--- config.mk ---
export PLATFORM = sky130hd
export DESIGN_NAME = vga_fb_arbiter
export DESIGN_NICKNAME = d
export VERILOG_FILES = /design/src/rtl/vga_fb_pkg.sv /design/src/rtl/vga_fb_addr.sv /design/src/rtl/vga_fb_arbiter.sv
export SDC_FILE = /design/constraint.sdc
export NUM_CORES = 1
export LEC_CHECK = 0
export ABC_AREA = 1
export CAP_MARGIN = 0
export CORE_MARGIN = 2
export CORE_UTILIZATION = 39
export DETAILED_ROUTE_END_ITERATION = 10
export PLACE_DENSITY = 0.78
export SYNTH_ARGS = -nofsm -noshare
export SYNTH_HDL_FRONTEND = slang
export SYNTH_SLANG_ARGS = --single-unit
--- constraint.sdc ---
create_clock -name CLOCK_25 -period 1.8 [get_ports CLOCK_25]
set_input_delay 0.27 -clock CLOCK_25 [delete_from_list [all_inputs] [get_ports CLOCK_25]]
set_output_delay 0.27 -clock CLOCK_25 [all_outputs]
set_load 0.005 [all_outputs]
--- src/rtl/vga_fb_pkg.sv ---
// vga_fb_pkg: shared constants and types for the frame-buffer arbiter.
// Frame buffer is 160x120 words of RRRGGGBB colour, one word per 4x4 screen block.
package vga_fb_pkg;

  localparam int FB_W     = 160;
  localparam int FB_H     = 120;
  localparam int FB_DEPTH = FB_W * FB_H;   // 19200 words
  localparam int ADDR_W   = 15;
  localparam int COLOR_W  = 8;
  localparam int X_W      = 8;             // frame-buffer column width
  localparam int Y_W      = 7;             // frame-buffer row width

  // RRRGGGBB field positions
  localparam int RED_MSB = 7;
  localparam int RED_LSB = 5;
  localparam int GRN_MSB = 4;
  localparam int GRN_LSB = 2;
  localparam int BLU_MSB = 1;
  localparam int BLU_LSB = 0;

  typedef enum logic {
    IDLE  = 1'b0,
    CLEAR = 1'b1
  } fb_state_e;

  // One RAM command as presented on the registered memory port
  typedef struct packed {
    logic               we;
    logic [ADDR_W-1:0]  addr;
    logic [COLOR_W-1:0] wdata;
  } mem_req_t;

endpackage

--- src/rtl/vga_fb_addr.sv ---
// vga_fb_addr: (x,y) -> linear frame-buffer address plus range flag.
// y*160 is built as (y<<7)+(y<<5) so no multiplier is inferred.
module vga_fb_addr
  import vga_fb_pkg::*;
(
  input  logic [X_W-1:0]    x_i,
  input  logic [Y_W-1:0]    y_i,
  output logic [ADDR_W-1:0] addr_o,
  output logic              in_range_o
);

  logic [ADDR_W-1:0] x_ext, y_ext;

  assign x_ext      = ADDR_W'(x_i);
  assign y_ext      = ADDR_W'(y_i);
  assign addr_o     = (y_ext << 7) + (y_ext << 5) + x_ext;
  assign in_range_o = (x_i < X_W'(FB_W)) && (y_i < Y_W'(FB_H));

endmodule

--- src/rtl/vga_fb_arbiter.sv ---
// vga_fb_arbiter: shares one single-port frame RAM between VGA scan-out and a
// drawing writer. Scan-out owns every 4th active pixel clock; remaining cycles
// go to the clear engine (when built), then to the writer.
// Build option: define FB_CLEAR_EN to include the full-screen clear engine.
module vga_fb_arbiter
  import vga_fb_pkg::*;
(
  input  logic               CLOCK_25,
  input  logic               reset,
  input  logic               scan_active,
  input  logic [9:0]         next_x,
  input  logic [9:0]         next_y,
  output logic [COLOR_W-1:0] pix_color,
  input  logic               wr_valid,
  output logic               wr_ready,
  input  logic [X_W-1:0]     wr_x,
  input  logic [Y_W-1:0]     wr_y,
  input  logic [COLOR_W-1:0] wr_color,
  input  logic               clr_req,
  input  logic [COLOR_W-1:0] clr_color,
  output logic               clr_busy,
  output logic [ADDR_W-1:0]  mem_addr,
  output logic               mem_we,
  output logic [COLOR_W-1:0] mem_wdata,
  input  logic [COLOR_W-1:0] mem_rdata
);

  // slot -> address registered -> data back from RAM
  localparam int STAGES = 2;

  logic               scan_slot;
  logic [ADDR_W-1:0]  scan_addr, wr_addr;
  logic               scan_rng_unused, wr_in_range;
  logic [2:0]         ny_unused;
  fb_state_e          state_q;
  mem_req_t           req_q, req_d;
  logic [STAGES-1:0]  slot_pipe_q, act_pipe_q;
  logic [COLOR_W-1:0] pix_q;

  assign scan_slot = scan_active && (next_x[1:0] == 2'b00);
  // Row bits below the 4x block and the top bit (rows >= 512) never address RAM
  assign ny_unused = {next_y[9], next_y[1:0]};

  vga_fb_addr u_scan_addr (
    .x_i        (next_x[9:2]),
    .y_i        (next_y[8:2]),
    .addr_o     (scan_addr),
    .in_range_o (scan_rng_unused)
  );

  vga_fb_addr u_wr_addr (
    .x_i        (wr_x),
    .y_i        (wr_y),
    .addr_o     (wr_addr),
    .in_range_o (wr_in_range)
  );

`ifdef FB_CLEAR_EN
  fb_state_e          state_d;
  logic [ADDR_W-1:0]  clr_cnt_q, clr_cnt_d;
  logic [COLOR_W-1:0] clr_col_q, clr_col_d;

  // Clear-engine state, fill pointer and latched fill colour
  always_ff @(posedge CLOCK_25) begin
    if (reset) begin
      state_q   <= IDLE;
      clr_cnt_q <= '0;
      clr_col_q <= '0;
    end else begin
      state_q   <= state_d;
      clr_cnt_q <= clr_cnt_d;
      clr_col_q <= clr_col_d;
    end
  end

  // Start on clr_req from IDLE; in CLEAR advance on every cycle scan-out leaves free
  always_comb begin
    state_d   = state_q;
    clr_cnt_d = clr_cnt_q;
    clr_col_d = clr_col_q;
    case (state_q)
      IDLE: begin
        if (clr_req) begin
          state_d   = CLEAR;
          clr_cnt_d = '0;
          clr_col_d = clr_color;
        end
      end
      CLEAR: begin
        if (!scan_slot) begin
          clr_cnt_d = clr_cnt_q + ADDR_W'(1);
          if (clr_cnt_q == ADDR_W'(FB_DEPTH - 1)) state_d = IDLE;
        end
      end
      default: state_d = IDLE;
    endcase
  end

  assign clr_busy = (state_q == CLEAR);
`else
  logic [COLOR_W:0] clr_unused;

  assign clr_unused = {clr_req, clr_color};
  assign state_q    = IDLE;
  assign clr_busy   = 1'b0;
`endif

  // Slot arbitration: scan read first, then clear fill, then writer; idle holds addr
  always_comb begin
    req_d    = req_q;
    req_d.we = 1'b0;
    wr_ready = !scan_slot && (state_q == IDLE);
    if (scan_slot) begin
      req_d.addr = scan_addr;
    end
`ifdef FB_CLEAR_EN
    else if (state_q == CLEAR) begin
      req_d.we    = 1'b1;
      req_d.addr  = clr_cnt_q;
      req_d.wdata = clr_col_q;
    end
`endif
    else if (wr_valid && wr_ready && wr_in_range) begin
      req_d.we    = 1'b1;
      req_d.addr  = wr_addr;
      req_d.wdata = wr_color;
    end
  end

  // Registered RAM command port
  always_ff @(posedge CLOCK_25) begin
    if (reset) req_q <= '0;
    else       req_q <= req_d;
  end

  assign mem_we    = req_q.we;
  assign mem_addr  = req_q.addr;
  assign mem_wdata = req_q.wdata;

  // Track slot/active flags alongside the RAM latency and capture the read colour
  always_ff @(posedge CLOCK_25) begin
    if (reset) begin
      slot_pipe_q <= '0;
      act_pipe_q  <= '0;
      pix_q       <= '0;
    end else begin
      slot_pipe_q <= {slot_pipe_q[STAGES-2:0], scan_slot};
      act_pipe_q  <= {act_pipe_q[STAGES-2:0], scan_active};
      if (!act_pipe_q[STAGES-1])      pix_q <= '0;
      else if (slot_pipe_q[STAGES-1]) pix_q <= mem_rdata;
    end
  end

  assign pix_color = pix_q;

endmodule

==> impl_metrics.csv <==
group,metric,value,unit
run_status,status,"finished with violations",
run_status,violations,"negative setup slack",
synth,synth_compound_area_share,9.600,%
placement,dp_hpwl,4960,µm
placement,placed_cells,505,
clock_tree,numClockSinks,36,
power_and_ir_drop,pwr-share-clk,24.0,%
worst_setup_path,start_kind,"primary input",
worst_setup_path,cp_data_arrival_time,1990,ps
detailed_routing,vias_per_cell,4.975,
synth,synth-main-ff-cell,"dfxtp_1",
synth,yosys_warnings,0,
global_routing,antenna_found_initial,0,
clock_tree,clk_latency,280,ps
clock_tree,cts-buffers-inserted,5,
synth,synth_edf_count,0,
sta,finalMaxSlewViolations,0,
floorplanning,die_w,80.48,µm
synth,synth_top_family_by_area,"simple AND/OR/NAND/NOR gates",
synth,synth_cell_types,28,
global_routing,track_usage,20.53,%
clock_tree,path_clk_slew,80,ps
floorplanning,die_area,0.006476,mm²
min_path,hold-path-cell-count,2,
cells_and_area,drive_above_1_share,24.83,%
sta,skew,5.514,ps
worst_setup_path,worstPathRequired,1980,ps
synth,synth_largest_area_cell,"dfxtp_1",
synth,syn-num-nets,418,
detailed_routing,drt_first_pass_iters,4,
detailed_routing,drcViolationCount,0,
worst_setup_path,cpMaxStageDelayCell,"fa_2",
global_routing,grt_pass1_wl,10560,µm
synth,netlist_area,0.002281,mm²
global_routing,grt_overflow,0,
synth,synth_xor_area_share,0.7680,%
synth,synthAdderAreaFrac,17.77,%
floorplanning,fp.dieH,80.48,µm
detailed_routing,wirelength,7183,µm
clock_tree,cts_max_level,2,
synth,synth-simple-area-share,30.72,%
clock_tree,clockBufferDepth,2,
detailed_routing,wl_per_cell,13.95,µm
worst_setup_path,slowest_delay,590,ps
sta,clock.fmax,551.7,MHz
worst_setup_path,reg2reg_setup_slack,790,ps
sta,setup_tns,-12.71,ps
power_and_ir_drop,intPower,1.607,mW
sta,setup_viol,1,
cells_and_area,design_area,0.003802,mm²
power_and_ir_drop,power_frac_seq,37.2,%
power_and_ir_drop,power.density,614.9,mW/mm²
synth,synth.avg_cell_area,7.040,µm²
power_and_ir_drop,ir_drop,329.6,µV
worst_setup_path,cp_max_fo,3,
floorplanning,io-pin-count,98,
floorplanning,start_util,40.92,%
worst_setup_path,cp-end-kind,"register",
sta,fin_crit_sh,100.7,%
synth,synth_commonest_cells,"nand2_1, inv_1, dfxtp_1, nor2_1, ha_1",
detailed_routing,via_count,2562,
sta,grt_setup_unrepaired,"yes",
worst_setup_path,reg2reg_depth,3,
clock_tree,cts_hold_buf,0,
power_and_ir_drop,switching_share,31.25,%
power_and_ir_drop,p_comb_share,38.9,%
cells_and_area,num_antenna_cells,0,
synth,syn_inst,324,
cells_and_area,area_growth,66.70,%
synth,synth_top_area_share,31.60,%
global_routing,grt_max_degree,16,
worst_setup_path,crit_start,"wr_y[2]",
synth,synthMuxAreaShare,0,%
power_and_ir_drop,power_switching,0.7306,mW
sta,period_needed,1813,ps
placement,gp_congestion,0.8704,
cells_and_area,fin_cells,515,
sta,setup_ws,-12.71,ps
clock_tree,cts_tree,"built",
synth,ys_seq_elements,36,
worst_setup_path,r2r_start,"slot_pipe_q[1]$_SDFF_PP0_",
detailed_routing,first_iter_violations,108,
synth,synth_most_common_cell,"nand2_1",
worst_setup_path,criticalPathCategory,"primary input to register",
min_path,min_from,"slot_pipe_q[0]$_SDFF_PP0_",
clock_tree,cts_root_buffer,"clkbuf_8",
synth,synth_seq_area_share,31.60,%
synth,async_flop_share,0,%
floorplanning,rows,27,
worst_setup_path,timing.rr.end,"pix_color[3]$_SDFFE_PP0P_",
global_routing,grt_pass1_vias,2442,
synth,synthTopCellsByArea,"dfxtp_1, nand2_1, ha_1",
placement,placed_area,0.003421,mm²
detailed_routing,antenna_left,0,
placement,port_buffers,84,
min_path,hp-class,"register to register",
worst_setup_path,cp-endpoint,"mem_addr[10]$_SDFFE_PP0P_",
sta,hold_viol_final,0,
floorplanning,core-area,0.005574,mm²
cells_and_area,nets,536,
worst_setup_path,cp_cell_sequence,"buf_8, inv_4, fa_2, fa_2, inv_2, nand2_2, nand2_2, and2_4, or2_1, nand3_1, nand3_1, nand2_1, inv_1",
run,maxCapViolCount,0,
power_and_ir_drop,p_leak,1.743,nW
-- worst min path at each step --
stage          slack [ps]                        end
2_1_floorplan         340   mem_addr[0]$_SDFFE_PP0P_
3_3_place_gp          390   act_pipe_q[1]$_SDFF_PP0_
3_5_place_dp          400  slot_pipe_q[1]$_SDFF_PP0_
4_1_cts               400  slot_pipe_q[1]$_SDFF_PP0_
5_1_grt               420  slot_pipe_q[1]$_SDFF_PP0_
6_report              400  slot_pipe_q[1]$_SDFF_PP0_
-- layout by cell type, fill, tap and decap left out, types with 2 or more instances in the layout --
master           instances
a21oi_1                 13
a21oi_2                  5
a31oi_1                  8
buf_2                    3
buf_4                   34
clkbuf_2                 4
clkbuf_8                 5
clkdlybuf4s50_1         64
clkinv_2                 2
dfxtp_1                 36
dlygate4sd2_1            3
dlymetal6s2s_1           7
fa_2                     3
ha_1                     6
ha_2                     2
ha_4                    18
inv_1                   31
inv_2                    8
nand2_1                 92
nand2_2                 10
nand3_1                 18
nand3_2                  3
nand3b_1                 3
nor2_1                  32
nor2_4                   2
o21ai_0                  9
o21ai_1                  3
o21ai_2                  2
or2_1                    2
or2_2                    2
-- what timing repair did --
| action | in CTS | in global routing |
|---|---|---|
| resized for setup | 57 | 41 |
| endpoints found under the setup margin | 8 | 7 |
| pin swaps | 18 | 21 |
| buffers inserted | 2 | 0 |
-- kinds of logic after synthesis --
family | count (synthesis)
AOI/OAI and AO/OA | 41
xor gates and xnor gates | 2
adders and majority gates | 30
buffers and inverters | 48
DFF | 36
other | 1
and+or+nand+nor | 166
-- metrics by stage --
step	hold slack (ps)	setup slack (ps)	power (mW)	utilization (%)
finish	396.9	-12.71	2.338	68.22
detailed placement	395.3	-668.6	1.638	61.37
global placement	389.7	-615.1	1.619	61.37
global route	417.3	-124.8	2.487	68.22
CTS	399.5	1.806	2.265	65.43
floorplan	339.4	-35.79	1.256	-
-- metal layers --
metal  part of all wire, %  track usage, %
met5                     0               0
met4                   2.8           6.780
met3                   5.6           3.820
met2                    53           37.25
met1                    39           24.10
-- layout make-up --
type	count	area [µm²]
flip-flops and latches	36	720.7
clock buffers	5	68.82
well taps	72	90.09
fillers	460	1772
repair buffers	119	1101
inverters	40	152.6
clock inverters	3	18.77
multi-input cells	240	1650
-- sequential cells by signal (all words and copies together), names as in the netlist --
name / cells
slot_pipe_q: 2
mem_addr: 15
mem_we: 1
act_pipe_q: 2
mem_wdata: 8
pix_color: 8
-- power by group through the flow --
stage	clock [mW]	combinational [mW]	sequential [mW]
floorplan	0	0.366	0.889
global placement	0	0.733	0.887
detailed placement	0	0.750	0.888
CTS	0.575	0.819	0.870
global route	0.613	0.999	0.875
finish	0.560	0.908	0.870
-- worst max-delay path: cells and delay by family --
kind / cells / cell delay, ps
adders and majority gates: 2 / 800
and+or+nand+nor: 7 / 740
buffers and inverters: 4 / 200
(Power assumes the default switching activity.)
